### config.mk
export PLATFORM = sky130hd
export DESIGN_NAME = dmac_slave
export DESIGN_NICKNAME = d
export VERILOG_FILES = /design/src/rtl/dmac_pkg.sv /design/src/rtl/dmac_fifo.sv /design/src/rtl/dmac_slave.sv
export SDC_FILE = /design/constraint.sdc
export NUM_CORES = 1
export LEC_CHECK = 0
export ABC_CLOCK_PERIOD_IN_PS = 5950
export CAP_MARGIN = 20
export CORE_UTILIZATION = 61
export DETAILED_ROUTE_END_ITERATION = 16
export GPL_TIMING_DRIVEN = 0
export PLACE_DENSITY = 0.85
export SKIP_CTS_REPAIR_TIMING = 1
export SYNTH_ARGS = -nofsm -noshare
export SYNTH_HDL_FRONTEND = slang
export SYNTH_SLANG_ARGS = --single-unit
### constraint.sdc
create_clock -name clk -period 5.95 [get_ports clk]
set_input_delay 1.19 -clock clk [delete_from_list [all_inputs] [get_ports clk]]
set_output_delay 1.19 -clock clk [all_outputs]
set_load 0.03 [all_outputs]
### src/rtl/dmac_pkg.sv
// Shared definitions for the DMAC slave side: register offsets,
// opmode/status bit positions, descriptor layout and widths.
package dmac_pkg;

  localparam int unsigned DESC_W   = 24;
  localparam int unsigned CNT_W    = 4;
  localparam int unsigned OPMODE_W = 3;

  // CPU-visible register offsets (decoded on all 8 address bits).
  typedef enum logic [7:0] {
    REG_OPSTART  = 8'h00,
    REG_INT      = 8'h01,
    REG_INT_EN   = 8'h02,
    REG_SRC      = 8'h03,
    REG_DST      = 8'h04,
    REG_SIZE     = 8'h05,
    REG_PUSH     = 8'h06,
    REG_OPMODE   = 8'h07,
    REG_DESC_CNT = 8'h08,
    REG_STATUS   = 8'h09
  } reg_addr_e;

  // opmode bit positions
  localparam int unsigned OPMODE_SRC_INC   = 0;
  localparam int unsigned OPMODE_DST_INC   = 1;
  localparam int unsigned OPMODE_ZERO_FILL = 2;

  // STATUS register bit positions
  localparam int unsigned STATUS_EMPTY    = 0;
  localparam int unsigned STATUS_BUSY     = 1;
  localparam int unsigned STATUS_OVERFLOW = 2;

  typedef struct packed {
    logic [7:0] src;
    logic [7:0] dst;
    logic [7:0] size;
  } desc_t;

endpackage

### src/rtl/dmac_fifo.sv
// Descriptor FIFO with registered (non-fall-through) output.
// Ports:
//   clk, rst_n      clock, async active-low reset
//   push, wdata     write request and data; dropped when full unless popping
//   pop             read request; ignored when empty
//   ovf_clr         clears the sticky overflow flag
//   rdata           head entry, loaded on an accepted pop, held otherwise
//   count           number of stored entries
//   full, empty     occupancy flags
//   overflow        sticky: set when a push was dropped
module dmac_fifo
  import dmac_pkg::*;
#(
  parameter int unsigned DEPTH = 8,
  parameter int unsigned WIDTH = 24
) (
  input  logic             clk,
  input  logic             rst_n,
  input  logic             push,
  input  logic [WIDTH-1:0] wdata,
  input  logic             pop,
  input  logic             ovf_clr,
  output logic [WIDTH-1:0] rdata,
  output logic [CNT_W-1:0] count,
  output logic             full,
  output logic             empty,
  output logic             overflow
);

  localparam int unsigned PTR_W = (DEPTH > 1) ? $clog2(DEPTH) : 1;

  logic [WIDTH-1:0] mem_q [DEPTH];
  logic [PTR_W-1:0] wr_ptr_q, wr_ptr_d;
  logic [PTR_W-1:0] rd_ptr_q, rd_ptr_d;
  logic [CNT_W-1:0] count_q, count_d;
  logic [WIDTH-1:0] rdata_q, rdata_d;
  logic             ovf_q, ovf_d;
  logic             do_push, do_pop;

  function automatic logic [PTR_W-1:0] ptr_inc(input logic [PTR_W-1:0] p);
    return (p == PTR_W'(DEPTH - 1)) ? '0 : p + PTR_W'(1);
  endfunction

  assign empty = (count_q == '0);
  assign full  = (count_q == CNT_W'(DEPTH));

  // A pop frees the slot the push needs, so push+pop while full is accepted.
  assign do_pop  = pop & ~empty;
  assign do_push = push & (~full | do_pop);

  always_comb begin
    wr_ptr_d = wr_ptr_q;
    rd_ptr_d = rd_ptr_q;
    count_d  = count_q;
    rdata_d  = rdata_q;
    ovf_d    = ovf_q;
    if (do_pop) begin
      rdata_d  = mem_q[rd_ptr_q];
      rd_ptr_d = ptr_inc(rd_ptr_q);
    end
    if (do_push) begin
      wr_ptr_d = ptr_inc(wr_ptr_q);
    end
    case ({do_push, do_pop})
      2'b10:   count_d = count_q + CNT_W'(1);
      2'b01:   count_d = count_q - CNT_W'(1);
      default: count_d = count_q;
    endcase
    if (ovf_clr) begin
      ovf_d = 1'b0;
    end
    if (push & ~do_push) begin
      ovf_d = 1'b1;
    end
  end

  always_ff @(posedge clk or negedge rst_n) begin
    if (!rst_n) begin
      wr_ptr_q <= '0;
      rd_ptr_q <= '0;
      count_q  <= '0;
      rdata_q  <= '0;
      ovf_q    <= 1'b0;
    end else begin
      wr_ptr_q <= wr_ptr_d;
      rd_ptr_q <= rd_ptr_d;
      count_q  <= count_d;
      rdata_q  <= rdata_d;
      ovf_q    <= ovf_d;
    end
  end

  // Storage needs no reset: entries are only visible after being pushed.
  always_ff @(posedge clk) begin
    if (do_push) begin
      mem_q[wr_ptr_q] <= wdata;
    end
  end

  assign rdata    = rdata_q;
  assign count    = count_q;
  assign overflow = ovf_q;

endmodule

### src/rtl/dmac_slave.sv
// Bus-slave side of the DMA controller: CPU register file, descriptor
// FIFO, start/clear pulses to the master and the maskable done interrupt.
// Ports:
//   clk, reset_n                 clock, async active-low reset
//   S_sel, S_wr, S_address,
//   S_din, S_dout                system bus slave port (1-cycle read latency)
//   rd_en                        descriptor pop request from the master
//   source_addr, dest_addr,
//   data_size, data_count        FIFO head descriptor and occupancy
//   opstart, opdone_clear        one-cycle pulses to the master
//   opdone                       master is in DONE
//   opmode                       {zero-fill, dest inc, source inc}
//   interrupt                    int_status & int_enable
module dmac_slave
  import dmac_pkg::*;
#(
  parameter int unsigned FIFO_DEPTH = 8
) (
  input  logic                clk,
  input  logic                reset_n,
  input  logic                S_sel,
  input  logic                S_wr,
  input  logic [7:0]          S_address,
  input  logic [31:0]         S_din,
  output logic [31:0]         S_dout,
  input  logic                rd_en,
  output logic [7:0]          source_addr,
  output logic [7:0]          dest_addr,
  output logic [7:0]          data_size,
  output logic [CNT_W-1:0]    data_count,
  output logic                opstart,
  input  logic                opdone,
  output logic                opdone_clear,
  output logic [OPMODE_W-1:0] opmode,
  output logic                interrupt
);

  logic [31:0]         s_dout_q, s_dout_d;
  logic                opstart_q, opstart_d;
  logic                opdone_clear_q, opdone_clear_d;
  logic                busy_q, busy_d;
  logic                int_status_q, int_status_d;
  logic                int_en_q, int_en_d;
  logic [7:0]          src_q, src_d;
  logic [7:0]          dst_q, dst_d;
  logic [7:0]          size_q, size_d;
  logic [OPMODE_W-1:0] opmode_q, opmode_d;

  logic        bus_wr, bus_rd;
  logic        int_clr, start_ok;
  logic        fifo_push, fifo_ovf_clr;
  logic        fifo_full, fifo_empty, fifo_ovf;
  logic [DESC_W-1:0] fifo_rdata;
  logic [CNT_W-1:0]  fifo_count;
  desc_t       head;
  logic [31:0] rdata;
  logic        unused_din;

  assign bus_wr = S_sel & S_wr;
  assign bus_rd = S_sel & ~S_wr;

  assign start_ok     = bus_wr & (S_address == REG_OPSTART) & S_din[0] & ~busy_q;
  assign int_clr      = bus_wr & (S_address == REG_INT) & S_din[0];
  assign fifo_push    = bus_wr & (S_address == REG_PUSH);
  assign fifo_ovf_clr = bus_wr & (S_address == REG_STATUS);

  assign unused_din = ^S_din[31:8];

  dmac_fifo #(
    .DEPTH (FIFO_DEPTH),
    .WIDTH (DESC_W)
  ) u_fifo (
    .clk      (clk),
    .rst_n    (reset_n),
    .push     (fifo_push),
    .wdata    ({src_q, dst_q, size_q}),
    .pop      (rd_en),
    .ovf_clr  (fifo_ovf_clr),
    .rdata    (fifo_rdata),
    .count    (fifo_count),
    .full     (fifo_full),
    .empty    (fifo_empty),
    .overflow (fifo_ovf)
  );

  always_comb begin
    rdata = '0;
    case (S_address)
      REG_INT:      rdata[0] = int_status_q;
      REG_INT_EN:   rdata[0] = int_en_q;
      REG_SRC:      rdata[7:0] = src_q;
      REG_DST:      rdata[7:0] = dst_q;
      REG_SIZE:     rdata[7:0] = size_q;
      REG_OPMODE:   rdata[OPMODE_W-1:0] = opmode_q;
      REG_DESC_CNT: rdata[CNT_W-1:0] = fifo_count;
      REG_STATUS: begin
        rdata[STATUS_EMPTY]    = fifo_empty;
        rdata[STATUS_BUSY]     = busy_q;
        rdata[STATUS_OVERFLOW] = fifo_ovf;
      end
      default: rdata = '0;
    endcase
  end

  always_comb begin
    s_dout_d       = bus_rd ? rdata : '0;
    opstart_d      = start_ok;
    opdone_clear_d = int_clr;
    busy_d         = busy_q;
    int_status_d   = int_status_q;
    int_en_d       = int_en_q;
    src_d          = src_q;
    dst_d          = dst_q;
    size_d         = size_q;
    opmode_d       = opmode_q;

    if (start_ok) begin
      busy_d = 1'b1;
    end
    if (int_clr) begin
      busy_d = 1'b0;
    end

    // The clear wins; while opdone_clear is high the master is still in
    // DONE for one more edge, so that edge must not re-arm the status.
    if (int_clr) begin
      int_status_d = 1'b0;
    end else if (opdone & ~opdone_clear_q) begin
      int_status_d = 1'b1;
    end

    if (bus_wr) begin
      case (S_address)
        REG_INT_EN: int_en_d = S_din[0];
        REG_SRC:    src_d    = S_din[7:0];
        REG_DST:    dst_d    = S_din[7:0];
        REG_SIZE:   size_d   = S_din[7:0];
        REG_OPMODE: if (!busy_q) opmode_d = S_din[OPMODE_W-1:0];
        default: ;
      endcase
    end
  end

  always_ff @(posedge clk or negedge reset_n) begin
    if (!reset_n) begin
      s_dout_q       <= '0;
      opstart_q      <= 1'b0;
      opdone_clear_q <= 1'b0;
      busy_q         <= 1'b0;
      int_status_q   <= 1'b0;
      int_en_q       <= 1'b0;
      src_q          <= '0;
      dst_q          <= '0;
      size_q         <= '0;
      opmode_q       <= '0;
    end else begin
      s_dout_q       <= s_dout_d;
      opstart_q      <= opstart_d;
      opdone_clear_q <= opdone_clear_d;
      busy_q         <= busy_d;
      int_status_q   <= int_status_d;
      int_en_q       <= int_en_d;
      src_q          <= src_d;
      dst_q          <= dst_d;
      size_q         <= size_d;
      opmode_q       <= opmode_d;
    end
  end

  assign head         = fifo_rdata;
  assign S_dout       = s_dout_q;
  assign source_addr  = head.src;
  assign dest_addr    = head.dst;
  assign data_size    = head.size;
  assign data_count   = fifo_count;
  assign opstart      = opstart_q;
  assign opdone_clear = opdone_clear_q;
  assign opmode       = opmode_q;
  assign interrupt    = int_status_q & int_en_q;

endmodule
== Yosys cells after proc, flatten, opt, wreduce, memory -nomap -nowiden ==
Memory sizes are Yosys's and may differ from the RTL's. A register that Yosys moved wholly into a read port is not among the register bits.
Index checks and enable logic that the tools add are counted.

* $add $sub $neg: 4
* Equality and inequality tests: 14
* Multiplexer cells: 16
* Bitwise operators: 21
* Reduce and logical (&&, ||, !) cells: 12

{| class="wikitable"
|+ Operators by type and width
! operator !! count
|-
| 8-bit by 3-bit == test with 1-bit output, second input constant || 4
|-
| 8-bit by 2-bit == test with 1-bit output, second input constant || 2
|-
| 8-bit by 4-bit == test with 1-bit output, second input constant || 2
|-
| 1-bit AND || 14
|-
| 2-bit one-hot mux with 6 select lines || 1
|-
| 4-bit one-hot mux with 3 select lines || 1
|-
| 8-bit by 1-bit == test with 1-bit output, second input constant || 1
|-
| 8-bit zero test || 1
|-
| 1-bit 2-to-1 mux || 8
|-
| 8-bit 2-to-1 mux || 1
|-
| 1-bit one-hot mux with 8 select lines || 1
|-
| 4-bit one-hot mux with 2 select lines || 1
|-
| 2-bit AND reduction || 4
|-
| 2-bit nonzero test || 4
|-
| 3-bit by 1-bit adder with 3-bit output, second input constant || 2
|-
| 3-bit == test, second input constant || 2
|-
| 3-bit 2-to-1 mux || 2
|-
| 1-bit inverter || 6
|-
| 4-bit by 1-bit adder with 4-bit output, second input constant || 1
|-
| 4-bit == test, second input constant || 1
|-
| 4-bit zero test || 1
|-
| 1-bit one-hot mux with 4 select lines || 1
|-
| 4-bit by 1-bit subtractor with 4-bit output, second input constant || 1
|-
| 3-bit AND reduction || 1
|-
| 4 further kinds || 4
|}

* Register bits: 51
* RAM bits: 192
* Input bits: 46
* Output and inout bits: 66
* Word-level logic and storage cells: 82
* Memories: 1

{| class="wikitable"
|+ Memory list
! name !! words !! width !! rd ports !! clocked after memory_dff !! wr ports !! RTL line !! source
|-
| u_fifo.mem_q || 8 || 24 || 1 || 1 || 1 || dmac_fifo.sv:32 || <nowiki>logic [WIDTH-1:0] mem_q [DEPTH];</nowiki>
|}

== Logic depth before layout (Yosys ltp) ==
Gate-level depths: netlist of run 1.

* Word-level depth: 8
* Mapped depth: 10
* Gate-level depth less buffers: 9

== Modules after synthesis ==
Synthesis of run 1 repeated with hierarchy kept, for this count alone.

* Cell total of the unflattened synthesis: 689
* Area, all modules: 10998.0 um^2

{| class="wikitable"
|+ By module, submodules not included
! module !! times used !! cells each !! area an instance (um^2) !! sequential area each (um^2)
|-
| dmac_fifo || 1 || 508 || 8871.0 || 6641.4
|-
| dmac_slave || 1 || 181 || 2127.0 || 1001.0
|}

== Worst setup path after synthesis of run 1 ==
Ideal clock, no wire load.

* Path type: input to register
* Start point: in S_address[5]
* End point: mem u_fifo.mem_q[1][0], enable pin
* Library setup time: 0.435 ns
* Data arrival time: 4.093 ns
* Data required time: 5.515 ns
* Path slack: 1.421 ns
* Stages: 5
* Path buffers: 1
* Path through: or4_4 > buf_6 > nor4_4 > nand3_1 > nor3_1

* Word-level cells in the longest chain between the ends: 5

{| class="wikitable"
|+ RTL lines
! what !! RTL line !! source
|-
| start: declaration || dmac_slave.sv:23 || <nowiki>input logic [7:0] S_address,</nowiki>
|-
| 8-bit by 3-bit == test with 1-bit output || dmac_slave.sv:64 || <nowiki>assign fifo_push = bus_wr & (S_address == REG_PUSH);</nowiki>
|-
| 1-bit AND || dmac_slave.sv:64 ||
|-
| 1-bit AND || dmac_fifo.sv:49 || <nowiki>assign do_push = push & (~full | do_pop);</nowiki>
|-
| 1-bit 2-to-1 mux || dmac_fifo.sv:95 || <nowiki>if (do_push) begin</nowiki>
|-
| 1-bit 2-to-1 mux (implied by the code) || dmac_fifo.sv:96 || <nowiki>mem_q[wr_ptr_q] <= wdata;</nowiki>
|-
| end: declaration || dmac_fifo.sv:32 ||
|}

Every way passes these cells.

== Worst setup path in the final report of run 1 ==
* Start point: in S_address[5]
* End point: mem u_fifo.mem_q[6][10], enable pin

The elaborated chain is that of the path after synthesis.

==> results of run 1 <==
cells by family (layout without fill, tap and decap cells):
group	count (synthesis)	in the layout	synth area share, %
AO/OA/AOI/OAI	54	54	2.96
XOR/XNOR	3	3	0.244
adder cells (fa/ha/maj)	7	7	0.882
buffers and inverters	59	174	3.01
flip-flops	267	267	70.9
multiplexers	116	116	16.8
other	1	25	0.0348
AND/OR/NAND/NOR	103	103	5.20
power groups by stage:
stage	sequential (W)	clock, W	combinational, W
after detailed placement	0.00223	0	0.00136
final	0.00220	0.00162	0.00138
after floorplan	0.00241	0	0.000731
after global placement	0.00222	0	0.00132
after global routing	0.00221	0.00170	0.00147
after CTS	0.00220	0.00163	0.00140
state kept, by name, indices dropped and copies added, names as in the netlist:
name	cells
int_en_q	1
S_dout	8
u_fifo.wr_ptr_q	3
busy_q	1
src_q	8
dst_q	8
u_fifo.rdata	24
size_q	8
opmode	3
u_fifo.overflow	1
int_status_q	1
u_fifo.count	4
u_fifo.rd_ptr_q	3
u_fifo.mem_q	192
opstart	1
opdone_clear	1
routing by layer:
metal / vias to the layer above / wire [µm] / global-route usage, %
li1: 2568 / - / -
met1: 3061 / 8900 / 35.5
met2: 361 / 12300 / 47.4
met3: 68 / 1970 / 5.11
met4: 0 / 680 / 10.8
met5: - / 0 / 0
synthesized netlist by cell type (all sizes together) (2+ instances only):
cell type    n  area, µm²
ha           6       75.1
and4b        2       20.0
mux2        37        417
nand2       38        143
a21o         2       15.0
o211ai       2       15.0
inv          7       26.3
nor2        17       63.8
dfrtp       75       1880
nand3b      10       75.1
and2         3       18.8
a22oi        4       30.0
buf         33        226
o2bb2ai      3       26.3
nor3         8       40.0
clkbuf      19       71.3
a21oi        9       45.0
or4          4       37.5
nor4         4       55.1
edfxtp     192       5770
nand4        2       12.5
nand3        2       10.0
xnor2        3       26.3
mux2i       31        310
mux4        48       1080
o21ai       29        145
nor2b        2       12.5
nand2b       8       50.1
stage by stage:
step / TNS, ns / utilization [%] / total power [W]
floorplan: 0 / - / 0.00314
global placement: -23.25 / 68.0 / 0.00354
detailed placement: 0 / 68.8 / 0.00360
CTS: 0 / 73.8 / 0.00523
global route: 0 / 73.8 / 0.00539
finish: 0 / 73.8 / 0.00520
final cells by class:
type | instances | area, µm² | share of cell area [%]
Clock inverter | 14 | 106 | 0.833
Antenna cell | 1 | 2.50 | 0.0196
Buffer | 52 | 298 | 2.33
Clock buffer | 34 | 752 | 5.89
Tap cell | 225 | 282 | 2.21
Timing Repair Buffer | 67 | 704 | 5.52
Multi-Input combinational cell | 307 | 2950 | 23.1
Inverter | 7 | 26.3 | 0.206
Sequential cell | 267 | 7640 | 59.9
worst max-delay path: stages:
cell	delay (ns)
clkdlybuf4s50_1	0.40
or4_4	0.54
buf_6	0.16
nor4_4	0.39
nand3b_1	0.34
nor2_2	0.76
buf_16	0.24
how the worst min path moves through the flow:
stage,startpoint,endpoint,slack (ns),depth (start not counted)
after floorplan,busy_q,opstart,0.45,1
after global placement,u_fifo.rdata[13],u_fifo.rdata[13],0.46,2
after detailed placement,u_fifo.rdata[21],u_fifo.rdata[21],0.47,2
after CTS,u_fifo.rdata[21],u_fifo.rdata[21],0.48,2
after global routing,u_fifo.rdata[20],u_fifo.rdata[20],0.52,2
final,u_fifo.rdata[6],u_fifo.rdata[6],0.48,2
==> flow_metrics.tcl, run 1 <==
set metrics [dict create \
    status "completed" \
    rows 48 \
    final_area_um2 12800 \
    seq_power_share_pct 42.3 \
    fin_skew_ns 0.00957 \
    r2r_cells 9 \
    hpwl_mm 14.6 \
    die_area_um2 18200 \
    layoutNonFillerInstCount 974 \
    critical_path.max_fanout 13 \
    relSlewSlack_pct 36.3 \
    fin_ws_ns 2.14 \
    p_leak_nw 4.86 \
    place_congestion 0.906 \
    endpoint_kind "flip-flop" \
    endpoint "u_fifo.mem_q[6][10]" \
    peakVddDrop_v 0.000269 \
    yosys_warnings 0 \
    yosys_most_used_dff "edfxtp_1" \
    combPwrFrac_pct 26.5 \
    grt_setup_unrepaired "false" \
    clkPwrFrac_pct 31.2 \
    worst-r2r-setup-slack_ns 3.31 \
    via_per_inst 6.22 \
    drive_gt1_share_pct 23.9 \
    cts_sinks 267 \
    r2r_end "u_fifo.count[3]" \
    start_util_pct 62.3 \
    cts_htree_levels 1 \
    place_inst 925 \
    port_buffers 61 \
    drt_first_pass_iters 5 \
    die_width_um 135 \
    cts_tree "yes" \
    period_minus_slack_ns 3.81 \
    final_hold_viol_count 0 \
    tritoncts.num_buffers 26 \
    critPathLaunch "S_address[5]" \
    synth.avg_cell_area_um2 17.7 \
    ys_types 43 \
    antenna_found_initial 1 \
    cp.required_ns 6.18 \
    switching_share_pct 29.7 \
    power.density_nw_per_um2 407 \
    core_um2 17300 \
    nets 781 \
    clockBufferDepth 3 \
    power_switching_w 0.00155 \
    finalSetupViolCount 0 \
    finalCritPeriodShare_pct 64.0 \
    grt.total_usage_pct 27.7 \
    ioPinCount 112 \
    whs_ns 0.476 \
    ctsRootBufferMaster "clkbuf_16" \
    async_flop_share_pct 28.1 \
    layout_common_cells "edfxtp_1 (192), dfrtp_1 (75), clkdlybuf4s50_1 (60)" \
    routedWlPerCell_um 24.5 \
    clock.fmax_mhz 263 \
    hold_path_class "flip-flop to flip-flop" \
    grt_first_pass_wirelength_mm 36.4 \
    syn_area_um2 10800 \
    gr-total-overflow 0 \
    die_y_um 135 \
    critPathLaunchType "input pin" \
    grt_pass1_vias 6313 \
    path_clk_slew_ns 0.06 \
    worstPathArrival_ns 4.04 \
    num_vias 6058 \
    synth-edff-count 192 \
    critPathKind "input pin to flip-flop" \
    worstReg2RegStart "u_fifo.count[3]" \
    ys_ff_latch 267 \
    max_slew.worst_pin.slew_ns 0.953 \
    wl_mm 23.9 \
    pre_cts_slack_ns 1.61 \
    maxCapViolCount 0 \
    ys_seq_area_share_pct 70.9 \
    drcViolationCount 0 \
    final_common_cell "edfxtp_1" \
    placed_area_um2 11900 \
    num-fill-cells 983 \
    clock_latency_ns 0.53 \
    drt_iter0_drc 563 \
    p_int_w 0.00365 \
    antenna_left 0 \
    grt_max_degree 58 \
    area_growth_pct 18.4 \
    finalMaxSlewViolations 0 \
    syn_inst 610 \
]
Power figures use the tool's default switching activity.
==> run 2: changes to the inputs <==
--- a/config.mk
+++ b/config.mk
@@ -5,12 +5,12 @@
 export SDC_FILE = /design/constraint.sdc
 export NUM_CORES = 1
 export LEC_CHECK = 0
-export ABC_CLOCK_PERIOD_IN_PS = 5950
+export ABC_CLOCK_PERIOD_IN_PS = 3700
 export CAP_MARGIN = 20
-export CORE_UTILIZATION = 61
+export CORE_UTILIZATION = 56
 export DETAILED_ROUTE_END_ITERATION = 16
 export GPL_TIMING_DRIVEN = 0
-export PLACE_DENSITY = 0.85
+export PLACE_DENSITY = 0.79
 export SKIP_CTS_REPAIR_TIMING = 1
 export SYNTH_ARGS = -nofsm -noshare
 export SYNTH_HDL_FRONTEND = slang
==> constraint.sdc (replaced) <==
create_clock -name clk -period 3.7 [get_ports clk]
set_input_delay 0.74 -clock clk [delete_from_list [all_inputs] [get_ports clk]]
set_output_delay 0.74 -clock clk [all_outputs]
set_load 0.03 [all_outputs]
==> run 2 against run 1 <==
Effect of this change: die area is 8.8% higher; flip-flop and latch count stayed put; utilization is 5.9 points lower; combinational power is 59% higher; critical path depth stayed put; largest cell class unchanged; highest routed layer unchanged.
==> flow_metrics.tcl, run 2 (synthesized netlist as in run 1, its figures left out) <==
set metrics [dict create \
    fin_skew_ns 0.0121 \
    power_switching_w 0.00240 \
    cp.required_ns 3.92 \
    clock.fmax_mhz 290 \
    gr-total-overflow 0 \
    grt_pass1_vias 6278 \
    grt_setup_unrepaired "false" \
    timing.critical_path.slowest_stage_cell "nor3_4" \
    core_um2 18800 \
    layout_common_cells "edfxtp_1 (192), dfrtp_1 (75), clkdlybuf4s50_1 (60)" \
    drt_iter0_drc 419 \
    rows 50 \
    wl_mm 22.9 \
    finalCritPeriodShare_pct 93.1 \
    path_clk_slew_ns 0.06 \
    final_hold_viol_count 0 \
    p_leak_nw 4.81 \
    clkPwrFrac_pct 30.6 \
    cp_cell_sequence "clkdlybuf4s50_1 > or4_4 > buf_6 > nor4_4 > nand3_1 > nor3_4 > buf_16" \
    start_util_pct 57.4 \
    switching_share_pct 29.1 \
    cts_htree_levels 1 \
    finalMaxSlewViolations 0 \
    placed_area_um2 11900 \
    period_minus_slack_ns 3.44 \
    clockBufferDepth 3 \
    port_buffers 61 \
    cts_tree "yes" \
    critPathLaunchType "input pin" \
    drt_first_pass_iters 5 \
    fin_tns_setup_ns 0 \
    die_area_um2 19800 \
    hpwl_mm 14.1 \
    status "completed" \
    via_per_inst 5.99 \
    grt_util_met1_pct 31.3 \
    cts_sinks 267 \
    maxCapViolCount 0 \
    use_met3_pct 3.46 \
    busiest_layer "met2" \
    largest_reg_flops 192 \
    final_area_um2 12700 \
    finalSetupViolCount 0 \
    ctsRootBufferMaster "clkbuf_16" \
    antenna_found_initial 0 \
    die_y_um 141 \
    clock_latency_ns 0.52 \
    num_vias 5858 \
    grt.total_usage_pct 24.4 \
    grt_max_degree 58 \
    worstPathArrival_ns 3.67 \
    tritoncts.num_buffers 26 \
    seq_power_share_pct 42.8 \
    place_congestion 0.930 \
    critPathKind "input pin to flip-flop" \
    relSlewSlack_pct 34.3 \
    ioPinCount 112 \
    combPwrFrac_pct 26.6 \
    nets 778 \
    routedWlPerCell_um 23.4 \
    max_slew.worst_pin.slew_ns 0.983 \
    die_width_um 141 \
    drive_gt1_share_pct 22.3 \
    antenna_left 0 \
    met2_usage_pct 42.7 \
    area_growth_pct 18.2 \
    insertedDiodeCount 0 \
    p_int_w 0.00585 \
    power.density_nw_per_um2 648 \
    critical_path.max_fanout 13 \
    peakVddDrop_v 0.000595 \
    hold_path_class "input pin to asynchronous set/reset pin" \
    top_register "u_fifo.mem_q" \
    post-route-util_pct 67.9 \
    grt_first_pass_wirelength_mm 35.9 \
    final_common_cell "edfxtp_1" \
    whs_ns 0.104 \
    endpoint_kind "flip-flop" \
    p_total_w 0.00825 \
    critical_path.max_stage_delay_ns 0.81 \
    drcViolationCount 0 \
]
==> run 2: cell count changes in the layout (fill, tap and decap cells not counted), moves of 2 or more <==
cell and delta:
clkbuf_1 +7, clkinvlp_4 -2, clkinv_1 +2, nor3_2 -2
nor3_4 +2, buf_6 -3, clkinv_2 -5
==> run 2: path summary, 6_finish.rpt <==
kind                                   from                  to  slack, ns  cells past startpoint
setup / recovery               S_address[5]  u_fifo.mem_q[1][5]       0.26                      7
setup reg to reg            u_fifo.count[3]     u_fifo.count[3]       1.01                      9
max in group asynchronous           reset_n     u_fifo.rdata[3]       3.00                      2
hold reg to reg            u_fifo.rdata[11]    u_fifo.rdata[11]       0.48                      2
hold / removal                      reset_n            dst_q[2]       0.10                      1
min in group clk           u_fifo.rdata[11]    u_fifo.rdata[11]       0.48                      2
==> run 2: final cells by class <==
type	count	area (µm²)
Buffer	52	298
Timing Repair Buffer	64	691
Clock inverter	7	56.3
Multi-Input combinational cell	307	2970
Inverter	7	26.3
Fill cell	1217	6030
Clock buffer	40	764
Sequential cell	267	7640
Tap cell	234	293
==> run 2: per-layer routing <==
metal	share of wire [%]	vias up
met1	40	2991
met4	3.0	0
met3	6.2	55
met2	51	255
met5	0	-
li1	-	2557
==> run 2: power groups by stage <==
stage / clock (W) / combinational (W) / sequential (W)
6_report: 0.00253 / 0.00220 / 0.00353
5_1_grt: 0.00266 / 0.00235 / 0.00356
4_1_cts: 0.00255 / 0.00222 / 0.00353
3_5_place_dp: 0 / 0.00220 / 0.00359
3_3_place_gp: 0 / 0.00214 / 0.00357
2_1_floorplan: 0 / 0.00118 / 0.00387
==> run 2: critical path: cells and delay by family <==
kind / cells / cell delay (ns)
AND/OR/NAND/NOR: 4 / 2.12
buffers and inverters: 3 / 0.80
==> run 2: metrics by stage <==
stage	setup slack [ns]	instances
after floorplan	0.257	633
after global routing	0.122	978
after detailed placement	-0.296	931
final	0.256	978
after global placement	-1.18	928
after CTS	0.227	978
